File: config.mk
export PLATFORM = sky130hd
export DESIGN_NAME = morse_keyer_decoder
export DESIGN_NICKNAME = d
export VERILOG_FILES = /design/src/rtl/morse_keyer_decoder.sv
export SDC_FILE = /design/constraint.sdc
export NUM_CORES = 1
export LEC_CHECK = 0
export ABC_AREA = 1
export CORE_MARGIN = 2
export CORE_UTILIZATION = 55
export CTS_BUF_LIST = sky130_fd_sc_hd__clkbuf_8
export DETAILED_ROUTE_END_ITERATION = 8
export MAX_ROUTING_LAYER = met4
export PLACE_DENSITY = 0.78
export SYNTH_ARGS = -nofsm -noshare
export SYNTH_HDL_FRONTEND = slang
export SYNTH_SLANG_ARGS = --single-unit
File: constraint.sdc
create_clock -name CLKin -period 1.8 [get_ports CLKin]
set_input_delay 0.18 -clock CLKin [delete_from_list [all_inputs] [get_ports CLKin]]
set_output_delay 0.18 -clock CLKin [all_outputs]
set_load 0.02 [all_outputs]
File: src/rtl/morse_keyer_decoder.sv
// Single-key Morse element decoder: synchronises and debounces a raw key, times
// each press as dot/dash, and emits one packed letter code per inter-letter gap.
module morse_keyer_decoder #(
   parameter  int unsigned DEBOUNCE_CYC = 4096,
   parameter  int unsigned DASH_CYC     = 2800000,
   parameter  int unsigned GAP_CYC      = 8400000,
   parameter  int unsigned MAX_SYMS     = 5,
   localparam int unsigned LEN_W        = $clog2(MAX_SYMS + 1)
) (
   input  logic                CLKin,
   input  logic                RSTn,
   input  logic                key,
   input  logic                clear,
   output logic [MAX_SYMS-1:0] code_o,
   output logic [LEN_W-1:0]    len_o,
   output logic                valid_o,
   output logic                overflow_o,
   output logic                busy_o
);

   localparam int unsigned MAX_AB  = (DEBOUNCE_CYC > DASH_CYC) ? DEBOUNCE_CYC : DASH_CYC;
   localparam int unsigned MAX_CYC = (MAX_AB > GAP_CYC) ? MAX_AB : GAP_CYC;
   localparam int unsigned CNT_W   = $clog2(MAX_CYC + 1);

   localparam logic [CNT_W-1:0] DEB_LIM  = CNT_W'(DEBOUNCE_CYC - 1);
   localparam logic [CNT_W-1:0] DASH_LIM = CNT_W'(DASH_CYC);
   localparam logic [CNT_W-1:0] GAP_LIM  = CNT_W'(GAP_CYC);
   localparam logic [CNT_W-1:0] CNT_ONE  = CNT_W'(1);
   localparam logic [LEN_W-1:0] LEN_MAX  = LEN_W'(MAX_SYMS);

   typedef enum logic [1:0] {IDLE, PRESS, GAP, EMIT} state_t;

   state_t              r_state, w_state_nxt;
   logic                r_sync1, r_sync2, r_key_db, r_key_db_d, r_from_emit;
   logic [CNT_W-1:0]    r_db_cnt;
   logic [CNT_W-1:0]    r_press_cnt, w_press_nxt;
   logic [CNT_W-1:0]    r_gap_cnt, w_gap_nxt;
   logic [MAX_SYMS-1:0] r_acc_code, w_acc_code_nxt;
   logic [LEN_W-1:0]    r_acc_len, w_acc_len_nxt;
   logic                r_ovf_acc, w_ovf_nxt;
   logic                w_rise, w_fall, w_elem, w_emit;

   always_ff @(posedge CLKin or negedge RSTn) begin
      if (!RSTn) begin
         r_sync1    <= 1'b0;
         r_sync2    <= 1'b0;
         r_key_db   <= 1'b0;
         r_key_db_d <= 1'b0;
         r_db_cnt   <= '0;
      end else begin
         r_sync1    <= key;
         r_sync2    <= r_sync1;
         r_key_db_d <= r_key_db;
         if (r_sync2 == r_key_db) begin
            r_db_cnt <= '0;
         end else if (r_db_cnt == DEB_LIM) begin
            r_key_db <= r_sync2;
            r_db_cnt <= '0;
         end else begin
            r_db_cnt <= r_db_cnt + CNT_ONE;
         end
      end
   end

   assign w_rise = r_key_db & ~r_key_db_d;
   assign w_fall = ~r_key_db & r_key_db_d;
   assign w_elem = (r_press_cnt >= DASH_LIM);

   always_comb begin
      w_state_nxt    = r_state;
      w_press_nxt    = r_press_cnt;
      w_gap_nxt      = r_gap_cnt;
      w_acc_code_nxt = r_acc_code;
      w_acc_len_nxt  = r_acc_len;
      w_ovf_nxt      = r_ovf_acc;
      w_emit         = 1'b0;
      case (r_state)
         IDLE: begin
            // a rise that landed during EMIT is no longer an edge here
            if (w_rise | (r_from_emit & r_key_db)) begin
               w_state_nxt = PRESS;
               w_press_nxt = CNT_ONE;
            end
         end
         PRESS: begin
            if (w_fall) begin
               w_state_nxt = GAP;
               w_gap_nxt   = CNT_ONE;
               if (r_acc_len < LEN_MAX) begin
                  w_acc_code_nxt = r_acc_code | (MAX_SYMS'(w_elem) << r_acc_len);
                  w_acc_len_nxt  = r_acc_len + LEN_W'(1);
               end else begin
                  w_ovf_nxt = 1'b1;
               end
            end else if (r_press_cnt < DASH_LIM) begin
               w_press_nxt = r_press_cnt + CNT_ONE;
            end
         end
         GAP: begin
            if (w_rise) begin
               w_state_nxt = PRESS;
               w_press_nxt = CNT_ONE;
            end else if (r_gap_cnt >= GAP_LIM - CNT_ONE) begin
               w_state_nxt = EMIT;
               w_gap_nxt   = GAP_LIM;
            end else begin
               w_gap_nxt = r_gap_cnt + CNT_ONE;
            end
         end
         EMIT: begin
            w_emit         = 1'b1;
            w_state_nxt    = IDLE;
            w_press_nxt    = '0;
            w_gap_nxt      = '0;
            w_acc_code_nxt = '0;
            w_acc_len_nxt  = '0;
            w_ovf_nxt      = 1'b0;
         end
         default: w_state_nxt = IDLE;
      endcase
      if (clear) begin
         w_state_nxt    = IDLE;
         w_press_nxt    = '0;
         w_gap_nxt      = '0;
         w_acc_code_nxt = '0;
         w_acc_len_nxt  = '0;
         w_ovf_nxt      = 1'b0;
         w_emit         = 1'b0;
      end
   end

   always_ff @(posedge CLKin or negedge RSTn) begin
      if (!RSTn) begin
         r_state     <= IDLE;
         r_press_cnt <= '0;
         r_gap_cnt   <= '0;
         r_acc_code  <= '0;
         r_acc_len   <= '0;
         r_ovf_acc   <= 1'b0;
         r_from_emit <= 1'b0;
         code_o      <= '0;
         len_o       <= '0;
         overflow_o  <= 1'b0;
         valid_o     <= 1'b0;
         busy_o      <= 1'b0;
      end else begin
         r_state     <= w_state_nxt;
         r_press_cnt <= w_press_nxt;
         r_gap_cnt   <= w_gap_nxt;
         r_acc_code  <= w_acc_code_nxt;
         r_acc_len   <= w_acc_len_nxt;
         r_ovf_acc   <= w_ovf_nxt;
         r_from_emit <= (r_state == EMIT) & ~clear;
         valid_o     <= w_emit;
         busy_o      <= (w_state_nxt != IDLE);
         if (w_emit) begin
            code_o     <= r_acc_code;
            len_o      <= r_acc_len;
            overflow_o <= r_ovf_acc;
         end
      end
   end

endmodule

Yosys cells after proc, flatten, opt, wreduce, memory -nomap -nowiden
Cells that the tools add are included.

cells by class
  $add $sub $neg = 4
  multiply operators = 0
  divide/modulo/power cells = 0
  order comparisons = 4
  equal/unequal tests = 13
  shift-type cells = 1
  muxes and demuxes = 33
  bitwise logic cells = 10
  reduce and logical (&&, ||, !) cells = 9

operator list
  operator                                                                        count
  24-bit two-way mux                                                              11
  24-bit one-hot mux with 4 select lines                                          1
  24-bit by 1-bit adder with 24-bit output, second input constant                 3
  24-bit one-hot mux with 3 select lines                                          1
  24-bit by 12-bit == test with 1-bit output, second input constant               1
  24-bit by 22-bit >= comparator with 1-bit output, second input constant         1
  24-bit >= comparator, second input constant                                     1
  24-bit by 22-bit less-than comparator with 1-bit output, second input constant  1
  3-bit inequality test, second input constant                                    8
  5-bit two-way mux                                                               3
  2-bit two-way mux                                                               5
  5-bit one-hot mux with 2 select lines                                           1
  3-bit two-way mux                                                               3
  3-bit AND reduction                                                             3
  2-bit one-hot mux with 4 select lines                                           1
  3-bit one-hot mux with 2 select lines                                           1
  1-bit two-way mux                                                               5
  5-bit OR                                                                        1
  1-bit by 3-bit left shift with 5-bit output                                     1
  1-bit bitwise AND                                                               4
  2-bit == test, second input constant                                            2
  1-bit inverter                                                                  4
  4-bit AND reduction                                                             1
  4-bit nonzero test                                                              1
  10 further kinds                                                                10

storage, ports and cells
  register bits = 99
  latch bits = 0
  RAM bits = 0
  ROM bits = 0
  bits of input ports = 4
  output and inout port bits = 11
  word-level logic and storage cells = 91
  memories kept = 0

Depth between registers and ports, before layout
Gate-level depths: netlist (run 1).

  depth in word-level cells = 7
  mapped depth = 12
  mapped depth without buffers = 12

Worst setup path before layout (run 1)
No wires, ideal clock.

  kind = flip-flop to flip-flop
  start = register r_gap_cnt[0]
  end = register r_gap_cnt[7]
  setup time = 0.116 ns
  data arrival time = 1.425 ns
  data required time = 1.684 ns
  path slack = 0.258 ns
  stages on the path, launching flop included = 13
  path buffers = 1
  clock period less this slack = 1.542 ns
  path through = dfrtp_1 ha_1 nand2_1 nor2_1 nand2_1 nand2_1 nand2_1 nand2_1 nand2_1 buf_2 o21ai_0 nand2_1 nand2_1

on the way
  word-level cells in the longest chain between the ends = 5
  elaborated cells on any way between the ends = 6
  those cells by class = add/sub (1); order compare (1); mux (4)

RTL lines
  element                                                                           line      RTL
  start, declared                                                                   37        logic [CNT_W-1:0] r_gap_cnt, w_gap_nxt;
  start signal, assigned                                                            149       r_gap_cnt <= w_gap_nxt;
  24-bit by 1-bit adder with 24-bit output or 24-bit >= comparator (tied branches)  107, 103
  24-bit two-way mux *                                                              103       end else if (r_gap_cnt >= GAP_LIM - CNT_ONE) begin
  24-bit two-way mux *                                                              100       if (w_rise) begin
  24-bit one-hot mux with 3 select lines *                                          77        case (r_state)
  24-bit two-way mux *                                                              121       if (clear) begin

Mark *: on every way between the ends. The rest lies on a longest branch, timed or not. The select of a mux whose other input is x is not followed.
A chain may end at the register's enable or synchronous reset.

Worst setup path after layout (run 1)
  start = register r_db_cnt[0]
  end = register r_db_cnt[9]

on the way
  word-level cells in the longest chain between the ends = 3
  elaborated cells on any way between the ends = 4
  those cells by class = add/sub (1); eq/ne (1); mux (2)

RTL lines
  element                                                                                                 line    RTL
  start, declared                                                                                         35      logic [CNT_W-1:0] r_db_cnt;
  start signal, assigned                                                                                  60      r_db_cnt <= r_db_cnt + CNT_ONE;
  24-bit by 1-bit adder with 24-bit output or 24-bit by 12-bit == test with 1-bit output (tied branches)  60, 56
  24-bit two-way mux *                                                                                    56      end else if (r_db_cnt == DEB_LIM) begin
  24-bit two-way mux *                                                                                    54      if (r_sync2 == r_key_db) begin

Mark *: on every way between the ends. The rest lies on a longest branch, timed or not.

==> results of run 1 <==
==> worst paths after layout <==
path / end / slack, ns / depth (start not counted)
max reg2reg: r_db_cnt[9] / 0.11 / 10
max: r_db_cnt[9] / 0.11 / 10
max in group asynchronous: r_state[0] / 0.99 / 3
min in group asynchronous: r_db_cnt[16] / 0.39 / 3
min reg2reg: r_sync2 / 0.37 / 0
min: r_sync1 / 0.24 / 1
==> cells by family after synthesis <==
family / after synthesis / share of synthesized area
flops: 98 / 0.4169
simple gates: 540 / 0.3893
xor+xnor: 26 / 0.03872
buf+inv: 122 / 0.08296
fa+ha+maj: 5 / 0.01064
compound gates: 66 / 0.06148
==> stage by stage <==
stage / utilization / std cells
after floorplan: - / 857
after global placement: 0.6104 / 1018
after detailed placement: 0.6104 / 1018
after CTS: 0.6306 / 1035
after global routing: 0.6371 / 1038
final: 0.6371 / 1038
==> power breakdown <==
group	internal, W	total [W]	switching (W)
Sequential	0.00223	0.00225	0.0000225
Combinational	0.0000839	0.000252	0.000169
Clock	0.000671	0.00146	0.000786
Total	0.00298	0.00396	0.000977
==> registers in the layout, indices dropped and copies added, names as in the netlist, 2 cells and up <==
register and cells:
r_db_cnt 24, r_gap_cnt 24, r_press_cnt 24, code_o 5, r_acc_code 5, len_o 3
r_acc_len 3, r_state 2
==> layout by cell type (no fill, tap or decap), types with 3 or more instances in the layout <==
master,n
nand2_1,248
nor2_1,127
inv_1,97
dfrtp_1,97
nand3_1,96
buf_4,33
o21ai_0,30
a21oi_1,23
xor2_1,21
nor3_1,20
nand4_1,13
clkdlybuf4s50_1,13
clkbuf_8,10
nor4_1,8
nand2_2,7
inv_2,7
nor2_2,6
xnor2_1,5
o21ai_1,5
nand3_2,4
and2_1,3
o21bai_1,3
ha_1,3
==> what timing repair did <==
item	4_1_cts	5_1_grt
setup buffers	0	3
resized for setup	1	16
hold buffers	1	0
pin swaps	0	6
endpoints found under the setup margin	7	52
hold endpoints to repair	98	0
==> per-layer routing <==
layer,global-route usage,part of all wire,vias up
met5,-,0,-
met4,0.09066,0.020,0
met3,0.04298,0.049,29
met2,0.4231,0.48,163
met1,0.3437,0.45,2620
li1,-,-,2803
==> cell type report <==
class / instances / area [sq um]
fill: 959 / 3764
clock buffer: 10 / 137.6
timing repair buffer: 49 / 419.2
sequential: 98 / 2454
tap: 136 / 170.2
clock inverter: 6 / 58.81
inverter: 102 / 382.9
multi-input combinational: 637 / 2984
==> run metrics, run 1 <==
status=completed; syn_area_per_cell=6.863 sq um; Yosys warnings=0; Worst Path Arrival=about 2.0 ns; IO buf count=14; first-pass GRT wire length=24.09 mm; family with the most delay on the worst path=simple AND/OR/NAND/NOR gates; Leakage=3.082 nW; post-synth cell types=33; worst ir drop on vdd=0.0006494 V; EDFF count, synth=0; Synth Net Count=866; Critical Path RT=2.07 ns; synthesized flop and latch total=just under 100; dpl cell area=6330 sq um; Critical-path top delay cell=dfrtp_1; Congestion Overflow GR=0; Synth top cells by count=nand2_1, nor2_1, dfrtp_1, nand3_1, inv_1; asr flop ratio synth=1.000; worst slack, placed=0.0006267 ns; Crit Path Max Fanout=7; Max-slew headroom=0.6559; critical path class=flip-flop to flip-flop; area grow syn2layout=12.32%; # setup viols final=0; Min-Delay Startpoint=key; number of nets still failing antenna checks after routing=0; hold violation count in the final report=0; total power draw=0.003959 W; sequential area share after synthesis=0.4169; crit start category=flip-flop; FP Rows=37; dpl hpwl=10.18 mm; 1st-pass router iterations=5; final clock skew=0.009250 ns; die area=between 10000 and 15000 sq um; CP Launch Point=r_db_cnt[0]; initial core utilization=0.5672; cell with the most instances after synthesis=nand2_1; Final Max Slew Viols=0; top cell type's share of synthesized area=0.4169; # diodes=0; Final min period=1.693 ns; Max clock buf depth=2; CP Cell Sequence=ha_2 -> nand2_1 -> nor2_2 -> nand2_2 -> inv_1 -> nand2_1 -> nor2_2 -> nand3_2 -> nand2_2 -> nor2_1; P per Cell Area=599.3 nW/um^2; Crit. End Element=flip-flop; ys flop type=dfrtp_1; Hold WS=between 0.2 and 0.25 ns; clk_lat worst skew=0.38 ns; Post-Route WL=13.74 mm; Max stage delay on crit path=0.39 ns; clk root buf=clkbuf_8; Mapped Area=5882 sq um; fmax=590.8 MHz; GPL Wtd Cong=~0.96; Final period util=0.9403; vias in the first global route=5371; Ports=15; WP buf/inv=1; Min-Delay Path Class=input port to flip-flop; Die X=107.4 um; Max Cap Viol=0; detailed-route via count=5615; Die Y=around 110 um; reg2reg start=r_db_cnt[0]; Iter 0 DRT Violations=374; Sum Neg Setup Slack=0 ns; post-DR vias/cell=5.409; gr usage total=0.2640; Core Footprint=10370 sq um; largest cells by area after synthesis=dfrtp_1, nand2_1, nor2_1; DRC=0; Least-Margin Pin Slew=0.5162 ns; share of cells above drive strength 1=0.09091; smallest setup slack after layout=0.1074 ns; clk slew on worst S/H paths=about 0.1 ns; Synth Instances=between 800 and 900; pin count of the biggest net entering global routing=99; clock tree sinks=98; H-tree depth=3; Final nets=906; DR WL/cell=13.24 um; post-synth top area cell=dfrtp_1; design area=6606 sq um; initial antenna violation count=0; CTS Buf Count=9; CTS tree=done
Note: power is estimated with default switching activity, not from simulation.
==> run 2: changes to the inputs <==
--- a/config.mk
+++ b/config.mk
@@ -12,6 +12,7 @@
 export DETAILED_ROUTE_END_ITERATION = 8
 export MAX_ROUTING_LAYER = met4
 export PLACE_DENSITY = 0.78
+export SLEW_MARGIN = 40
 export SYNTH_ARGS = -nofsm -noshare
 export SYNTH_HDL_FRONTEND = slang
 export SYNTH_SLANG_ARGS = --single-unit
==> results of run 2 <==
The final DEF is identical to that of run 1; final timing and power are the same.
==> variant: new RTL, config.mk and constraints of run 2 <==
Reset style: synchronous (`RSTn`), changed in 2 clocked blocks.
--- a/src/rtl/morse_keyer_decoder.sv
+++ b/src/rtl/morse_keyer_decoder.sv
@@ -40,7 +40,7 @@
    logic                r_ovf_acc, w_ovf_nxt;
    logic                w_rise, w_fall, w_elem, w_emit;
 
-   always_ff @(posedge CLKin or negedge RSTn) begin
+   always_ff @(posedge CLKin) begin
       if (!RSTn) begin
          r_sync1    <= 1'b0;
          r_sync2    <= 1'b0;
@@ -129,7 +129,7 @@
       end
    end
 
-   always_ff @(posedge CLKin or negedge RSTn) begin
+   always_ff @(posedge CLKin) begin
       if (!RSTn) begin
          r_state     <= IDLE;
          r_press_cnt <= '0;
Behaviour: no difference found for any inputs over 10 cycles, from zero or initial values and one cycle with RSTn low; that may be too few to reach the edited logic, so the function may still have changed.
==> variant against run 2 <==
Global-route usage fell by 1.4 points. Setup slack better by 0.0019 ns. Area after synthesis is 9.9% lower. Cell count decreased by 5.2%. Design area is 9.8% lower. Core utilization grew 0.44 points. Sequential cell count is the same. Wire length is 12% lower. First-iteration DRC count shrank 30%. Critical endpoint is now r_gap_cnt[18].
Power is not compared: it rests on default switching activity, and its combinational part moved more than twofold at a synthesized area within 25%.
==> variant: results (changes against run 2) <==
Crit-path slowest cell - sky130_fd_sc_hd__dfxtp_1 (was sky130_fd_sc_hd__dfrtp_1)
hold worst-path end - r_sync1 (unchanged)
DR WL met2 - 5.68 mm (was 6.60 mm)
clock tree buffer count of the final layout - 9 (was 10)
number of fill cells in the layout - 859 (was 959)
Post-DP Area - 5670 sq um (was 6330 sq um)
post-synthesis async set-or-reset flop share - 0% (was 100%)
iteration-0 DRC count of the detailed router - 263 (was 374)
xor and xnor area share after synthesis - 5.12% (was 3.87%)
pin slew with the least headroom to its limit - 0.338 ns (was 0.516 ns)
total power - 0.00367 W
syn nets - 829 (was 866)
pre-CTS setup slack - 0.125 ns (was 0.000627 ns)
pin count of the biggest net entering global routing - 25 (was 99)
number of signal-net buffers in the layout - 36 (was 49)
seq_cells - 98 (unchanged)
design area - 5960 sq um (was 6610 sq um)
result of the run - finished, final reports clean (unchanged)
top cells by instance count after synthesis - 199 x sky130_fd_sc_hd__nand2_1, 166 x sky130_fd_sc_hd__nor2_1, 98 x sky130_fd_sc_hd__dfxtp_1, 78 x sky130_fd_sc_hd__inv_1, 68 x sky130_fd_sc_hd__nand3_1 (was 253 x sky130_fd_sc_hd__nand2_1, 131 x sky130_fd_sc_hd__nor2_1, 98 x sky130_fd_sc_hd__dfrtp_1, 98 x sky130_fd_sc_hd__nand3_1, 95 x sky130_fd_sc_hd__inv_1)
Crit Reg-Reg Endpoint - r_gap_cnt[18] (was r_db_cnt[9])
Total Routed Length - 12.1 mm (was 13.7 mm)
slowest stage delay, CP - 0.36 ns (was 0.39 ns)
vias in the first global route - 4589 (was 5371)
# placed instances - 967 (was 1018)
WHS Path Cells - 3 (was 1)
Data arrival, critical path - 2.02 ns (was 1.97 ns)
proportion of synthesized chip area in sequential cells - 37.0% (was 41.7%)
signal buffers share of area - 5.40% (was 6.34%)
count of placed standard cells in the final layout, fillers left out - 984 (was 1038)
cell type with the largest total area after synthesis - sky130_fd_sc_hd__dfxtp_1 (was sky130_fd_sc_hd__dfrtp_1)
proportion of cell area occupied by multi-input gates - 50.2% (was 45.2%)
PostCTS Resize Cnt - 0 (was 1)
[variant: changes by cell type after synthesis, moves of 7 or more]
cell	change
sky130_fd_sc_hd__dfrtp_1	-98
sky130_fd_sc_hd__dfxtp_1	+98
sky130_fd_sc_hd__nand2_1	-54
sky130_fd_sc_hd__a21oi_1	+36
sky130_fd_sc_hd__nor2_1	+35
sky130_fd_sc_hd__nand3_1	-30
sky130_fd_sc_hd__inv_1	-17
sky130_fd_sc_hd__nand4_1	-7
sky130_fd_sc_hd__o21ai_0	-7
[variant: worst max-delay path by stage]
stage	from	to	slack [ns]
2_1_floorplan	r_db_cnt[0]	r_db_cnt[16]	0.17
3_3_place_gp	r_gap_cnt[12]	r_gap_cnt[15]	0.11
3_5_place_dp	r_gap_cnt[0]	r_gap_cnt[14]	0.12
4_1_cts	r_gap_cnt[0]	r_gap_cnt[12]	0.09
5_1_grt	r_gap_cnt[0]	r_gap_cnt[20]	-0.05
6_report	r_gap_cnt[0]	r_gap_cnt[18]	0.11
